--- config.mk ---
export PLATFORM = sky130hd
export DESIGN_NAME = axi_sram_arbiter
export DESIGN_NICKNAME = d
export VERILOG_FILES = /design/src/rtl/axi_sram_arbiter.sv
export SDC_FILE = /design/constraint.sdc
export NUM_CORES = 1
export LEC_CHECK = 0
export CAP_MARGIN = 20
export CORE_AREA = 3 3 157 159
export DETAILED_ROUTE_END_ITERATION = 16
export DIE_AREA = 0 0 160 162
export GPL_TIMING_DRIVEN = 0
export SLEW_MARGIN = 30
export SYNTH_ARGS = -nofsm -noshare
export SYNTH_HDL_FRONTEND = slang
export SYNTH_SLANG_ARGS = --single-unit
--- constraint.sdc ---
create_clock -name clock -period 1.44 [get_ports clock]
set_input_delay 0.288 -clock clock [delete_from_list [all_inputs] [get_ports clock]]
set_output_delay 0.288 -clock clock [all_outputs]
set_load 0.02 [all_outputs]
--- src/rtl/axi_sram_arbiter.sv ---
// Two-master to one-slave AXI4-lite arbiter in front of the SRAM; single outstanding, single beat.
// Define ARB_FIXED_PRIO_EN for fixed priority (LSU wins ties); default is round-robin.
module axi_sram_arbiter #(
    parameter int unsigned AW = 32,
    parameter int unsigned DW = 32
) (
    input  logic                clock,
    input  logic                reset,
    input  logic [1:0]          m_arvalid,
    output logic [1:0]          m_arready,
    input  logic [2*AW-1:0]     m_araddr,
    output logic [1:0]          m_rvalid,
    input  logic [1:0]          m_rready,
    output logic [DW-1:0]       m_rdata,
    output logic [1:0]          m_rresp,
    input  logic [1:0]          m_awvalid,
    output logic [1:0]          m_awready,
    input  logic [2*AW-1:0]     m_awaddr,
    input  logic [1:0]          m_wvalid,
    output logic [1:0]          m_wready,
    input  logic [2*DW-1:0]     m_wdata,
    input  logic [2*DW/8-1:0]   m_wstrb,
    output logic [1:0]          m_bvalid,
    input  logic [1:0]          m_bready,
    output logic [1:0]          m_bresp,
    output logic                s_arvalid,
    input  logic                s_arready,
    output logic [AW-1:0]       s_araddr,
    input  logic                s_rvalid,
    output logic                s_rready,
    input  logic [DW-1:0]       s_rdata,
    input  logic [1:0]          s_rresp,
    output logic                s_awvalid,
    input  logic                s_awready,
    output logic [AW-1:0]       s_awaddr,
    output logic                s_wvalid,
    input  logic                s_wready,
    output logic [DW-1:0]       s_wdata,
    output logic [DW/8-1:0]     s_wstrb,
    input  logic                s_bvalid,
    output logic                s_bready,
    input  logic [1:0]          s_bresp
);

    localparam int unsigned SW = DW / 8;

    typedef enum logic [2:0] {IDLE, RD_A, RD_D, WR_A, WR_B} state_t;

    state_t state_q, state_d;
    logic   g_q, g_d;
    logic   last_q, last_d;
    logic   aw_done_q, aw_done_d;
    logic   w_done_q, w_done_d;
    logic [1:0] pending;
    logic   tie_pick;
    logic   g_sel;
    logic   aw_fin;
    logic   w_fin;

    // A write only requests once both its address and data are offered
    assign pending = m_arvalid | (m_awvalid & m_wvalid);

`ifdef ARB_FIXED_PRIO_EN
    assign tie_pick = 1'b1;
`else
    assign tie_pick = ~last_q;
`endif

    assign g_sel  = (&pending) ? tie_pick : pending[1];
    assign aw_fin = aw_done_q | s_awready;
    assign w_fin  = w_done_q | s_wready;

    always_ff @(posedge clock or negedge reset) begin
        if (!reset) begin
            state_q   <= IDLE;
            g_q       <= 1'b0;
            last_q    <= 1'b1;
            aw_done_q <= 1'b0;
            w_done_q  <= 1'b0;
        end else begin
            state_q   <= state_d;
            g_q       <= g_d;
            last_q    <= last_d;
            aw_done_q <= aw_done_d;
            w_done_q  <= w_done_d;
        end
    end

    always_comb begin
        state_d   = state_q;
        g_d       = g_q;
        last_d    = last_q;
        aw_done_d = aw_done_q;
        w_done_d  = w_done_q;
        m_arready = 2'b00;
        m_rvalid  = 2'b00;
        m_rdata   = '0;
        m_rresp   = 2'b00;
        m_awready = 2'b00;
        m_wready  = 2'b00;
        m_bvalid  = 2'b00;
        m_bresp   = 2'b00;
        s_arvalid = 1'b0;
        s_araddr  = '0;
        s_rready  = 1'b0;
        s_awvalid = 1'b0;
        s_awaddr  = '0;
        s_wvalid  = 1'b0;
        s_wdata   = '0;
        s_wstrb   = '0;
        s_bready  = 1'b0;

        case (state_q)
            IDLE: begin
                if (|pending) begin
                    g_d     = g_sel;
                    state_d = m_arvalid[g_sel] ? RD_A : WR_A;
                end
            end
            RD_A: begin
                s_arvalid      = 1'b1;
                s_araddr       = g_q ? m_araddr[2*AW-1:AW] : m_araddr[AW-1:0];
                m_arready[g_q] = s_arready;
                if (s_arready) state_d = RD_D;
            end
            RD_D: begin
                m_rvalid[g_q] = s_rvalid;
                s_rready      = m_rready[g_q];
                m_rdata       = s_rdata;
                m_rresp       = s_rresp;
                if (s_rvalid && m_rready[g_q]) begin
                    state_d = IDLE;
                    last_d  = g_q;
                end
            end
            WR_A: begin
                s_awvalid      = ~aw_done_q;
                s_wvalid       = ~w_done_q;
                s_awaddr       = g_q ? m_awaddr[2*AW-1:AW] : m_awaddr[AW-1:0];
                s_wdata        = g_q ? m_wdata[2*DW-1:DW] : m_wdata[DW-1:0];
                s_wstrb        = g_q ? m_wstrb[2*SW-1:SW] : m_wstrb[SW-1:0];
                m_awready[g_q] = s_awready & ~aw_done_q;
                m_wready[g_q]  = s_wready & ~w_done_q;
                // AW and W may finish in either order or together
                if (aw_fin && w_fin) begin
                    state_d   = WR_B;
                    aw_done_d = 1'b0;
                    w_done_d  = 1'b0;
                end else begin
                    aw_done_d = aw_fin;
                    w_done_d  = w_fin;
                end
            end
            WR_B: begin
                m_bvalid[g_q] = s_bvalid;
                s_bready      = m_bready[g_q];
                m_bresp       = s_bresp;
                if (s_bvalid && m_bready[g_q]) begin
                    state_d = IDLE;
                    last_d  = g_q;
                end
            end
            default: state_d = IDLE;
        endcase
    end

endmodule

* Word-level counts from Yosys, hierarchy flattened
Index checks and enable logic that the tools add are counted.
** Storage, ports and cells
- Register bits :: 7
- Output and inout bits :: 151
** Cells by class
- $lt $le $gt $ge :: 3
- Equal/unequal tests :: 9
- Bitwise logic cells :: 14
- Reduce and logical (&&, ||, !) cells :: 11
- Mux-type cells :: 42
** Operator list (count)
- 2-to-1 mux 32 bit :: 7
- 2-to-1 mux 1 bit :: 17
- 2-to-1 mux 2 bit :: 8
- 2-to-1 mux 3 bit :: 5
- one-hot mux 3 bit (5 select lines) :: 1
- bitwise AND 2 bit :: 6
- != test 2 bit, second input constant :: 5
- 2-to-1 mux 4 bit :: 2
- == test 3 x 2 -> 1 bit, second input constant :: 2
- AND reduction 5 bit :: 1
- logical AND 1 bit :: 4
- < comparator 1 x 2 -> 1 bit, second input constant :: 2
- AND reduction 2 bit :: 2
- == test 3 x 1 -> 1 bit, second input constant :: 1
- == test 3 bit, second input constant :: 1
- logical NOT 3 bit :: 1
- NOT 1 bit :: 3
- AND reduction 3 bit :: 1
- bitwise AND 1 bit :: 2
- bitwise OR 1 bit :: 2
- bitwise OR 2 bit :: 1
- one-hot mux 1 bit (2 select lines) :: 1
- nonzero test 2 bit :: 1
- OR reduction 2 bit :: 1
- 2 further kinds :: 2

* Longest topological paths before layout
Gate-level depths: netlist of run 1.
- Word-level depth :: 9
- Gate-level depth with buffers :: 6
- Mapped depth without buffers :: 5

* Least setup slack after synthesis of run 1
OpenSTA, ideal clock, no wires.
- Path type :: register to output
- From :: register state_q[0]
- To :: output port m_awready[0]
- Data required time :: 1152 ps
- Data arrival time :: 1529 ps
- Cell stages (with the launch flop) :: 7
- Path slack :: -377 ps
- Cell sequence :: dfrtp_1 > buf_2 > nand3b_1 > buf_2 > nor2_1 > nand2_1 > nor2_1
** On the way
- Longest elaborated chain between the ends :: 2
** Ends and longest elaborated chain
- from (decl) :: line 49 : state_t state_q, state_d;
- from (signal assigned) :: line 81 : state_q <= state_d;
- == test 3 x 2 -> 1 bit :: line 113 : case (state_q)
- 2-to-1 mux 2 bit :: line 113
- to (decl) :: line 17 : output logic [1:0] m_awready,
No other way between the ends.

* Final worst setup path of run 1
- From :: register state_q[0]
- To :: output port m_rdata[23]
** On the way
- Longest elaborated chain between the ends :: 2
** Ends and longest elaborated chain
- == test 3 x 2 -> 1 bit :: line 113
- 2-to-1 mux 32 bit :: line 113
- to (decl) :: line 14 : output logic [DW-1:0] m_rdata,
No other way between the ends.

==> flow_summary.ini, run 1 <==
[clock_network]
cts.htree.levels = 1
clk_path_buf_depth = 2
cts_made_buffers = 3
cts-root-buf = sky130_fd_sc_hd__clkbuf_16
cts.reportedPaths.clkPinSlew_ns = 0.04
cts.sinks = 7
clk-insertion-delay-late_ns = 0.23
cts_tree = yes

[die]
die_w_um = 160
chipHeight_um = 162
die_footprint_sq_um = 25920
io_pins = 404
core_area_sq_um = 23400
initial_core_util = 0.09854
placement_rows = 56

[sta]
rsz_0062_raised_after_global_routing = true
finalCritPeriodShare = 1.351
report.final.hold_viol_count = 0
maxClockFrequency_mhz = 514.1
clock-skew-final_ns = 0.003234
final_critical_path_setup_slack_ns = -0.5052
setup_viol = 158
timing.max_slew.rel_slack = 0.7485
hold_slack_ns = 0.3416
report.final.slew_viol_count = 0
worstMarginPinSlew_ns = 0.3761
timing.setup.tns_ns = -64.54
finalCriticalPeriod_ns = 1.945

[logic_synthesis]
synth.most_common_cell = sky130_fd_sc_hd__nor2_1
syn_area_sq_um = 2306
post_synth_inst_count = 339
post-synth-top-area-fraction = 0.4428
synth.top_cells.by_count = sky130_fd_sc_hd__nor2_1, sky130_fd_sc_hd__mux2i_1, sky130_fd_sc_hd__and2_1, sky130_fd_sc_hd__buf_2, sky130_fd_sc_hd__nand2_1
synth.ff_latch_count = 7
synth_edf_count = 0
async_flop_share = 1.000
synth_flop_cell = sky130_fd_sc_hd__dfrtp_1
synth_top_cell_by_area = sky130_fd_sc_hd__mux2i_1
synth_sequential_area_ratio = 0.07651
synthTopCellsByArea = sky130_fd_sc_hd__mux2i_1, sky130_fd_sc_hd__nor2_1, sky130_fd_sc_hd__and2_1
netlist-cell-type-count = 34
synth.yosys.warnings = 0
syn-num-nets = 592
syn_avg_cell_area_sq_um = 6.802

[place]
dpl.hpwl_um = 14480
portBuffers = 403
placed_cells = 1061
gp_routability_congestion = 0.7578

[detailed_routing]
route.detailed.vias_per_inst = 3.828
routed_wire_length_per_instance_um = 18.00
total_via_count_in_the_routed_design = 4353
routed_wirelength_um = 20470
drc = 0
antenna_violating_nets_post_route = 0
dr.first_iter.drc_count = 91
drt_pass1_iterations = 4

[critical_path]
worst_ep_required_time_ns = 1.15
worst_ep_arrival_ns = 1.66
r2r_slack_ns = -0.38
timing.critical_path.max_delay_family = buffers and inverters
path_max_fanout = 6
rr_worst_depth = 9
critical_path.cell_chain = buf_6, nor3b_4, buf_8, clkbuf_16, and2_4, buf_6
rr_startpoint = state_q[2]$_DFFE_PN0P_
buf_inv_stages_crit_path = 4
crit_path_max_incr_delay_ns = 0.37
cpMostUsedCell = sky130_fd_sc_hd__buf_6
worstSetupStartpointType = flop
crit-reg2reg-capture = last_q$_DFFE_PN1P_
timing.setup.critical_path_class = flop to output pin
worstSetupEndpointType = output pin
worst_path_max_delay_cell = sky130_fd_sc_hd__dfrtp_1

[flow_run]
timing.max_cap.violations = 0

[hold_path]
worst_hold_path_type = input port to async pin

[outcome]
failed_checks = setup timing
outcome = complete, but fails checks

[global_routing]
grt_overflow_total = 0
initial_antenna_violation_count = 0
pin_count_of_the_biggest_net_entering_global_routing = 11
gr-usage-all-layers = 0.1311
first_global_vias = 4482
grt_first_pass_wirelength_um = 26830

[layout]
fin_util = 0.4325
synthToLayoutAreaGrowth_pct = 338.9
antenna_cells_inserted = 0
fin_nets = 1072
fraction_of_final_layout_cells_sized_beyond_drive_strength_1 = 0.6064
final-instance-count-excl-fill = 1137

[power_and_ir_drop]
leakage_nw = 4.066
power_per_cell_area_nw_per_um2 = 1667
ir_drop_uv = 715.9
[stage by stage]
step                area, sq um  power, mW  setup WS [ns]
finish                    10120      16.87        -0.5052
global route              10120      17.68        -0.5660
CTS                        8696      13.80        -0.5589
detailed placement         7452      10.06         -1.107
global placement           7452      10.05         -1.110
floorplan                  3019      6.231        -0.1265
[power breakdown]
group | total, mW | switching [mW] | internal [mW]
Sequential | 0.428 | 0.117 | 0.311
Clock | 0.479 | 0.114 | 0.365
Combinational | 16.0 | 7.10 | 8.86
[placed cells by master (no fill, tap or decap), types with 4 or more instances in the layout]
cell type / count
sky130_fd_sc_hd__nor2_1: 13
sky130_fd_sc_hd__clkdlybuf4s50_1: 250
sky130_fd_sc_hd__clkbuf_16: 19
sky130_fd_sc_hd__buf_6: 161
sky130_fd_sc_hd__dfrtp_1: 4
sky130_fd_sc_hd__nand2_1: 4
sky130_fd_sc_hd__mux2i_4: 55
sky130_fd_sc_hd__and3_4: 5
sky130_fd_sc_hd__buf_16: 8
sky130_fd_sc_hd__mux2i_2: 18
sky130_fd_sc_hd__nor2_4: 90
sky130_fd_sc_hd__buf_4: 37
sky130_fd_sc_hd__mux2i_1: 29
sky130_fd_sc_hd__buf_8: 6
sky130_fd_sc_hd__a21oi_1: 6
sky130_fd_sc_hd__nor2_2: 14
sky130_fd_sc_hd__buf_12: 22
sky130_fd_sc_hd__and2_4: 37
sky130_fd_sc_hd__inv_1: 4
[registers in the layout (all words and copies together), names as in the netlist]
signal and cells:
aw_done_q 1, g_q 1, last_q 1, state_q 3, w_done_q 1
[cell families after synthesis]
| logic type | share of synthesized area |
|---|---|
| muxes | 0.4574 |
| and+or+nand+nor | 0.3576 |
| buffers and inverters | 0.06674 |
| DFF | 0.07651 |
| AOI/OAI and AO/OA | 0.04178 |
[final cells by class]
cell class,instances,area (sq um)
fillers,2212,13280
repair buffers,477,5239
multi-input cells,299,3666
plain buffers,26,536.8
well taps,319,399.1
flip-flops and latches,7,178.9
clock buffers,3,75.07
inverters,5,21.27
clock inverters,1,5.005
[how the worst max path moves through the flow]
| stage | startpoint | end | slack (ns) | cells past startpoint |
|---|---|---|---|---|
| after floorplan | state_q[2]$_DFFE_PN0P_ | m_awready[0] | -0.13 | 5 |
| after global placement | g_q$_DFFE_PN0P_ | s_awaddr[26] | -1.11 | 6 |
| after detailed placement | g_q$_DFFE_PN0P_ | s_awaddr[28] | -1.11 | 6 |
| after CTS | g_q$_DFFE_PN0P_ | s_wdata[30] | -0.56 | 6 |
| after global routing | state_q[0]$_DFFE_PN0P_ | m_rvalid[0] | -0.57 | 7 |
| final | state_q[0]$_DFFE_PN0P_ | m_rdata[23] | -0.51 | 6 |
[layer usage]
layer / global-route usage / wire length (um)
met1: 0.1486 / 7775
met2: 0.2554 / 11130
met3: 0.02933 / 1433
met4: 0.01775 / 129
met5: 0 / 0
[repair_timing]
item,in CTS,in global routing
cloned,8,17
pin swaps,14,62
setup endpoints to repair,158,156
resized for setup,933,313
buffers inserted,36,22
hold buffers,0,0
No activity file was read; power rests on OpenSTA's default activity.
==> run 2, diff against run 1 <==
--- a/config.mk
+++ b/config.mk
@@ -6,9 +6,9 @@
 export NUM_CORES = 1
 export LEC_CHECK = 0
 export CAP_MARGIN = 20
-export CORE_AREA = 3 3 157 159
+export CORE_AREA = 3 3 156 158
 export DETAILED_ROUTE_END_ITERATION = 16
-export DIE_AREA = 0 0 160 162
+export DIE_AREA = 0 0 159 161
 export GPL_TIMING_DRIVEN = 0
 export SLEW_MARGIN = 30
 export SYNTH_ARGS = -nofsm -noshare
==> constraint.sdc (replaced) <==
create_clock -name clock -period 2.5 [get_ports clock]
set_input_delay 0.5 -clock clock [delete_from_list [all_inputs] [get_ports clock]]
set_output_delay 0.5 -clock clock [all_outputs]
set_load 0.02 [all_outputs]
==> flow_summary.ini, run 2 (same netlist as run 1, synthesis figures left out) <==
[global_routing]
grt_first_pass_wirelength_um = 24140
first_global_vias = 4197
grt_overflow_total = 0
initial_antenna_violation_count = 1
pin_count_of_the_biggest_net_entering_global_routing = 11
gr-usage-all-layers = 0.1196

[power_and_ir_drop]
power_per_cell_area_nw_per_um2 = 728.5
power.sequential.fraction = 0.049
clock_power_share = 0.056
leakage_nw = 3.533
internal_power_mw = 2.345
p_sw_frac = 0.5241
p_comb_frac = 0.896
switching_power_mw = 2.582
ir_drop_uv = 273.9

[detailed_routing]
total_via_count_in_the_routed_design = 3939
drt_pass1_iterations = 4
routed_wirelength_um = 16540
dr.first_iter.drc_count = 110
routed_wire_length_per_instance_um = 15.52
route.detailed.vias_per_inst = 3.695
antenna_violating_nets_post_route = 0
drc = 0

[critical_path]
rr_startpoint = g_q$_DFFE_PN0P_
rr_worst_depth = 6
crit-reg2reg-capture = last_q$_DFFE_PN1P_
worst_path_max_delay_cell = sky130_fd_sc_hd__dfrtp_2
path_max_fanout = 10
worstSetupEndpointType = output pin
worst_ep_arrival_ns = 1.93
crit_path_max_incr_delay_ns = 0.46
worst_ep_required_time_ns = 2.00
cp-startpoint = state_q[2]$_DFFE_PN0P_
timing.setup.critical_path_class = flop to output pin
worstSetupStartpointType = flop
critical_path.cell_chain = nand3b_1, buf_4, clkbuf_4, nor2_1, dlygate4sd2_1
timing.critical_path.to = s_awaddr[30]
r2r_slack_ns = 0.81

[layout]
fin_util = 0.2907
final-seq-area_sq_um = 178.9
antenna_cells_inserted = 0
layout_common_cells = sky130_fd_sc_hd__clkdlybuf4s50_1, sky130_fd_sc_hd__dlygate4sd2_1, sky130_fd_sc_hd__nor2_1, sky130_fd_sc_hd__mux2i_1, sky130_fd_sc_hd__and2_1
synthToLayoutAreaGrowth_pct = 193.3
n_fill_cell = 2575
top_register = state_q
most_frequent_standard_cell_in_the_layout_excluding_fill_and_tap_cells = sky130_fd_sc_hd__clkdlybuf4s50_1
largest_register_ffs = 3
final-instance-count-excl-fill = 1066
fraction_of_final_layout_cells_sized_beyond_drive_strength_1 = 0.06961
fin_nets = 1001
multiInputGateArea_sq_um = 1989

[place]
gp_routability_congestion = 0.8153
dpl.hpwl_um = 14420
placed_cells = 1061
portBuffers = 403
place_ws_ns = -0.5817

[hold_path]
worst_hold_path_type = flop to flop

[sta]
clock-skew-final_ns = 0.005562
setup_viol = 0
finalCritPeriodShare = 0.9708
report.final.slew_viol_count = 0
rsz_0062_raised_after_global_routing = false
worstMarginPinSlew_ns = 0.3838
timing.max_slew.rel_slack = 0.7368
maxClockFrequency_mhz = 412.0
final_critical_path_setup_slack_ns = 0.07307
report.final.hold_viol_count = 0
finalCriticalPeriod_ns = 2.427

[die]
placement_rows = 56
chipHeight_um = 161
core_area_sq_um = 23260
die_w_um = 159
initial_core_util = 0.09913
io_pins = 404
die_footprint_sq_um = 25600

[outcome]
outcome = completed

[clock_network]
clk-insertion-delay-late_ns = 0.23
cts_tree = yes
cts.sinks = 7
clk_path_buf_depth = 2
cts_hold_repair.buffers = 0
cts.htree.levels = 1
cts.reportedPaths.clkPinSlew_ns = 0.04
cts-root-buf = sky130_fd_sc_hd__clkbuf_16
cts_made_buffers = 3

[flow_run]
timing.max_cap.violations = 0
==> run 2: changes by cell type in the layout (fill, tap and decap cells not counted), moves of 37 or more <==
cell / delta
sky130_fd_sc_hd__buf_6: -157
sky130_fd_sc_hd__mux2i_4: -55
sky130_fd_sc_hd__dlygate4sd2_1: +119
sky130_fd_sc_hd__nor2_1: +103
sky130_fd_sc_hd__nor2_4: -89
sky130_fd_sc_hd__mux2i_1: +73
sky130_fd_sc_hd__and2_4: -37
sky130_fd_sc_hd__and2_1: +37
==> run 2: routing by layer <==
layer | part of all wire | global-route usage | vias to the layer above | wire (um)
met4 | 0.015 | 0.01870 | 2 | 244
met1 | 0.38 | 0.1303 | 1758 | 6330
li1 | - | - | 1945 | -
met2 | 0.51 | 0.2268 | 224 | 8466
met3 | 0.090 | 0.04232 | 10 | 1485
met5 | 0.00079 | 0 | - | 13
==> run 2: what timing repair did <==
| item | in CTS | in global routing |
|---|---|---|
| setup buffers | 1 | 0 |
| cloned | 0 | 0 |
| resized for setup | 184 | 27 |
| hold endpoints to repair | 0 | 0 |
| setup endpoints to repair | 149 | 47 |
| pin swaps | 0 | 0 |
==> run 2: layout make-up <==
cell class | count | area share
timing repair buffer | 404 | 0.5741
multi-input combinational | 298 | 0.2942
tap | 319 | 0.05902
buffer | 29 | 0.03164
sequential | 7 | 0.02646
clock buffer | 3 | 0.01110
inverter | 5 | 0.002775
clock inverter | 1 | 0.0007401
==> run 2: worst min path at each step <==
| stage | start | end | slack (ns) | depth (start not counted) |
|---|---|---|---|---|
| final | w_done_q$_DFFE_PN0P_ | w_done_q$_DFFE_PN0P_ | 0.54 | 2 |
| after global routing | state_q[2]$_DFFE_PN0P_ | state_q[0]$_DFFE_PN0P_ | 0.57 | 1 |
| after CTS | w_done_q$_DFFE_PN0P_ | w_done_q$_DFFE_PN0P_ | 0.55 | 2 |
| after detailed placement | w_done_q$_DFFE_PN0P_ | w_done_q$_DFFE_PN0P_ | 0.55 | 2 |
| after global placement | w_done_q$_DFFE_PN0P_ | w_done_q$_DFFE_PN0P_ | 0.54 | 2 |
| after floorplan | reset | aw_done_q$_DFFE_PN0P_ | 0.20 | 0 |
==> run 2: critical path: cells and delay by family, from the launching register on <==
kind / cells / cell delay, ns
buffers and inverters: 3 / 0.83
flip-flops: 1 / 0.46
AND/OR/NAND/NOR: 2 / 0.40
==> run 2: power groups by stage <==
stage               Combinational [mW]  Clock (mW)  Sequential [mW]
CTS                               4.49       0.284            0.238
global placement                  4.73           0            0.228
detailed placement                4.74           0            0.229
floorplan                         2.56           0            0.216
global route                      4.75       0.295            0.247
finish                            4.41       0.274            0.240
==> run 2: metrics by stage <==
stage,area [sq um],power [mW],TNS [ns],hold slack [ns]
detailed placement,6739,4.972,-18.71,0.5452
floorplan,2306,2.776,0,0.2044
global placement,6739,4.960,-18.56,0.5397
CTS,6760,5.008,0,0.5545
finish,6763,4.927,0,0.5430
global route,6763,5.295,0,0.5689
